**src/rtl/cf_fft_1024_8_slot_writer.sv**
```systemverilog
// Eight-slot frame collector: fills slots from an input stream, then holds the frame
// until the consumer takes it. A sync sample restarts the frame at slot 0.
module cf_fft_1024_8_slot_writer #(
  parameter int unsigned WIDTH = 8
) (
  input  logic                 clock_c,
  input  logic                 reset_i,
  input  logic                 enable_i,
  input  logic                 valid_i,
  input  logic                 sync_i,
  input  logic [WIDTH-1:0]     data_i,
  output logic                 ready_o,
  output logic [8*WIDTH-1:0]   frame_o,
  output logic                 frame_valid_o,
  input  logic                 frame_ready_i,
  output logic [2:0]           index_o,
  output logic                 sync_err_o,
  output logic                 overflow_o
);

  typedef enum logic [0:0] {StFill, StHold} state_e;

  state_e           state_q;
  logic [WIDTH-1:0] slot_q [8];
  logic [2:0]       index_q;
  logic             frame_valid_q;
  logic             sync_err_q;
  logic             overflow_q;

  assign ready_o       = enable_i & (state_q == StFill);
  assign index_o       = index_q;
  assign frame_valid_o = frame_valid_q;
  assign sync_err_o    = sync_err_q;
  assign overflow_o    = overflow_q;

  always_comb begin
    frame_o = '0;
    for (int k = 0; k < 8; k++) begin
      frame_o[WIDTH*k +: WIDTH] = slot_q[k];
    end
  end

  always_ff @(posedge clock_c) begin
    if (!reset_i) begin
      state_q       <= StFill;
      index_q       <= 3'd0;
      frame_valid_q <= 1'b0;
      sync_err_q    <= 1'b0;
      overflow_q    <= 1'b0;
      for (int k = 0; k < 8; k++) begin
        slot_q[k] <= '0;
      end
    end else begin
      // The resync error is a single-cycle pulse, so it drops even while disabled.
      sync_err_q <= 1'b0;
      if (enable_i) begin
        if (valid_i && (state_q != StFill)) begin
          overflow_q <= 1'b1;
        end
        unique case (state_q)
          StFill: begin
            if (valid_i) begin
              if (sync_i) begin
                slot_q[0]  <= data_i;
                index_q    <= 3'd1;
                sync_err_q <= (index_q != 3'd0);
              end else begin
                slot_q[index_q] <= data_i;
                index_q         <= index_q + 3'd1;
                if (index_q == 3'd7) begin
                  state_q       <= StHold;
                  frame_valid_q <= 1'b1;
                end
              end
            end
          end
          StHold: begin
            if (frame_valid_q && frame_ready_i) begin
              state_q       <= StFill;
              frame_valid_q <= 1'b0;
            end
          end
          default: state_q <= StFill;
        endcase
      end
    end
  end

endmodule
```
**config.mk**
```make
export PLATFORM = sky130hd
export DESIGN_NAME = cf_fft_1024_8_slot_writer
export DESIGN_NICKNAME = d
export VERILOG_FILES = /design/src/rtl/cf_fft_1024_8_slot_writer.sv
export SDC_FILE = /design/constraint.sdc
export NUM_CORES = 1
export LEC_CHECK = 0
export CORE_ASPECT_RATIO = 0.9
export CORE_MARGIN = 10
export CORE_UTILIZATION = 43
export CTS_CLUSTER_DIAMETER = 150
export DETAILED_ROUTE_END_ITERATION = 7
export PLACE_DENSITY = 0.82
export SLEW_MARGIN = 20
export SYNTH_ARGS = -nofsm -noshare
export SYNTH_HDL_FRONTEND = slang
export SYNTH_SLANG_ARGS = --single-unit
```
**constraint.sdc**
```tcl
create_clock -name clock_c -period 2.4 [get_ports clock_c]
set_clock_uncertainty 0.15 [all_clocks]
set_input_delay 0.48 -clock clock_c [delete_from_list [all_inputs] [get_ports clock_c]]
set_output_delay 0.48 -clock clock_c [all_outputs]
set_load 0.02 [all_outputs]
```
Yosys cells after proc, flatten, opt, wreduce, memory -nomap -nowiden
Memories as Yosys holds them, arrays and structs flattened.
Cells that the tools add are included.
Storage, ports and cells
  register bits: 7
  memory bits (writable): 64
  output and inout port bits: 71
  logic and storage cells: 55
  memories: 1
Cells by class
  $add $sub $neg: 1
  equal/unequal tests: 5
  muxes and demuxes: 28
  bitwise operators: 7
  reduce and logical (&&, ||, !) cells: 8
Memories
  slot_q: words 8, bits a word 8, read ports 8, clocked after memory_dff 0, wr ports 8, line 24  | logic [WIDTH-1:0] slot_q [8];
Operator list (count)
  two-way mux 1 bit: 22
  two-way mux 8 bit: 2
  OR reduction 8 bit: 1
  two-way mux 3 bit: 2
  inverter 1 bit: 5
  AND reduction 5 bit: 1
  OR reduction 5 bit: 1
  != test 2 x 1 -> 1 bit, second input constant: 2
  != test 2 bit, second input constant: 2
  case mux 1 bit (2 select lines): 2
  adder 3 x 1 -> 3 bit, second input constant: 1
  equality test 3 bit, second input constant: 1
  AND reduction 3 bit: 1
  nonzero test 3 bit: 1
  logical AND 1 bit: 2
  AND reduction 2 bit: 1
  AND 1 bit: 1
  bitwise OR 1 bit: 1

Longest topological paths before layout
  depth after elaboration: 8
  mapped depth: 5

Least setup slack after synthesis
Ideal clock, no wire load.
  path type: in2reg
  start: input port sync_i
  end: memory slot_q[6][0] (enable)
  arrival: 1754 ps
  setup slack: 111 ps
  cell stages on the path: 3
  buffers on the path: 1
  cell sequence: or4b_1 > buf_6 > o21ai_0
RTL lines
  start: declaration: line 10  | input logic sync_i,
  end: declaration: line 24

Worst setup path in the final report
  start: input port enable_i
  end: output port ready_o
On the way
  longest elaborated chain between the ends: 1
Ends and longest elaborated chain
  start: declaration: line 8  | input logic enable_i,
  AND 1 bit: line 30  | assign ready_o = enable_i & (state_q == StFill);
  end: declaration: line 12  | output logic ready_o,
Every way passes these cells.

==> results.toml <==
[run_status]
status = "finished, final reports clean"

[placement]
post_dp_cell_area_um2 = 3980
globalplace.congestion = 0.806
placedCellCount = 387
numPortBuffers = 84
dp.final_hpwl_um = 5280
post-place-ws_ns = -0.118

[floorplanning]
row_count = 28
coreArea_um2 = 6620
die_h_um = 98.5
dieArea_um2 = 10600
die_w_um = 107
initial_core_util = 0.444
ios = 85

[clocking]
cts_buffers = 9
root_buffer = "clkbuf_8"
clk_latency_ns = 0.34
cts_tree = "built"
clkSinkCount = 71
htree_levels = 3
clk_pin_slew_ns = 0.07
clockBufferDepth = 2

[timing]
fin_crit_sh = 0.920
hold_viol_final = 0
fin_tns_setup_ns = 0
setup_slack_ns = 0.193
setup_violations = 0
tightest_slew_ns = 0.460
fin_crit_ns = 2.21
slew_violations = 0
rsz0062_at_grt = "no"
fmax_ghz = 0.453
slew_headroom = 0.693

[power_and_ir_drop]
power_mw = 2.61
p_per_area_nw_per_um2 = 626
peakVddDrop_uv = 318
p_leak_nw = 1.42

[yosys]
syn_avg_cell_area_um2 = 14.2
syn_area_um2 = 2940
ys_ff_latch = 71
synth_warnings = 0
seq_area_frac_synth = 0.701
synth_fp_nets = 224
synthCells = 207
synth_cell_types = 28

[critical_path]
required_ns = 1.77
cp_max_fo = 9
r2r_end = "slot_q[6][2]"
rrSetupSlack_ns = 0.49
r2r_cells = 3
crit_arrival_ns = 1.58
rr_startpoint = "index_o[0]"
start_kind = "input port"
cp-end-kind = "output port"
worstSetupPathType = "input port to output port"

[cells_and_area]
mostFrequentLayoutCells = "83 x clkdlybuf4s50_1, 64 x edfxtp_1, 37 x nor3_1, 24 x buf_4, 20 x nor3_2"
fillers = 486
nets = 325
n_antenna_cell = 0
synthToLayoutAreaGrowth_pct = 41.6
fin_area_um2 = 4170
stdcell_count = 403
drive_gt1_frac = 0.182
layout_commonest_cell = "clkdlybuf4s50_1"

[routing]
wl_per_cell_um = 17.6
firstDrtPassIters = 4
drt-initial-drc-count = 93
route.detailed.drc = 0
vias_per_cell = 5.08
wl_um = 7110
postRouteAntennaNets = 0
via_count = 2049

[hold_path]
holdPathEnd = "frame_valid_o"
hold_path_class = "flip-flop to flip-flop"
holdCritStartpoint = "frame_valid_o"
holdPathStages = 2

[grt]
grt_pass1_wl_um = 10900
grt-ovfl-total = 0
grt.total_usage = 0.133
grt_pass1_vias = 2023
grt_max_degree = 17
antenna_found_initial = 0

[job]
cap_violations = 0
## worst max-delay path: stages
cell,delay (ns)
clkdlybuf4s50_1,0.60
nor2b_1,0.16
dlygate4sd2_1,0.34
## worst max-delay path by stage
stage	cells past startpoint	startpoint	to
finish	3	enable_i	ready_o
floorplan	3	sync_i	slot_q[6][0]
global route	4	enable_i	slot_q[6][7]
detailed placement	4	enable_i	slot_q[6][0]
global placement	3	enable_i	ready_o
CTS	3	enable_i	ready_o
## per-layer routing
layer	vias to the layer above	global-route usage	wire, um
met1	974	0.157	3000
li1	984	-	-
met4	0	0.0510	98
met3	9	0.0573	645
met5	-	0	0
met2	82	0.208	3370
## power breakdown
| part | switching [mW] | internal, mW |
|---|---|---|
| registers | 0.0170 | 1.39 |
| clock network | 0.427 | 0.471 |
| logic | 0.177 | 0.129 |
| total | 0.621 | 1.99 |
## synthesized netlist by cell type
cell / instances / area [um^2]
edfxtp_1: 64 / 1920
nor3_1: 37 / 185
nor3_2: 20 / 200
clkbuf_1: 11 / 41.3
inv_1: 10 / 37.5
a211oi_1: 8 / 60.1
dfxtp_1: 7 / 140
o21ai_0: 6 / 30.0
nand2_1: 5 / 18.8
buf_2: 4 / 20.0
nor2b_1: 4 / 25.0
buf_6: 3 / 33.8
ha_1: 3 / 37.5
nand3b_1: 3 / 22.5
nand4b_1: 3 / 26.3
o22ai_1: 3 / 18.8
and3_1: 2 / 12.5
mux2i_1: 2 / 20.0
nand2b_1: 2 / 12.5
nand4bb_1: 2 / 22.5
a22oi_1: 1 / 7.51
a31oi_1: 1 / 6.26
clkinv_1: 1 / 3.75
nand4_1: 1 / 6.26
nor4bb_1: 1 / 10.0
o21ai_1: 1 / 5.00
or3_1: 1 / 6.26
or4b_1: 1 / 10.0
## logic make-up after synthesis
| logic type | synth area share |
|---|---|
| compound gates | 0.0434 |
| fa+ha+maj | 0.0128 |
| buf+inv | 0.0464 |
| flops | 0.701 |
| mux | 0.00681 |
| simple gates | 0.190 |
## flip-flops by register name, indices dropped and copies added, names as in the netlist
register / cells
index_o: 3
frame_valid_o: 1
state_q: 1
overflow_o: 1
slot_q: 64
sync_err_o: 1
## layout make-up
type | count | area (um^2) | share of cell area
clock buffer | 9 | 124 | 0.0297
multi-input combinational | 107 | 743 | 0.178
sequential | 71 | 2060 | 0.495
clock inverter | 7 | 62.6 | 0.0150
timing repair buffer | 108 | 1020 | 0.245
tap | 90 | 113 | 0.0270
inverter | 11 | 41.3 | 0.00991
## what timing repair did
action / CTS / global route
setup endpoints to repair: 1 / 0
setup buffers: 0 / 0
hold buffers: 0 / 0
gates resized for setup: 1 / 0
## stage by stage
stage               hold WS [ns]  utilization
floorplan                  0.362            -
detailed placement         0.327        0.601
global route               0.375        0.629
CTS                        0.350        0.629
global placement           0.322        0.601
finish                     0.347        0.629
Note: power is estimated with default switching activity, not from simulation.
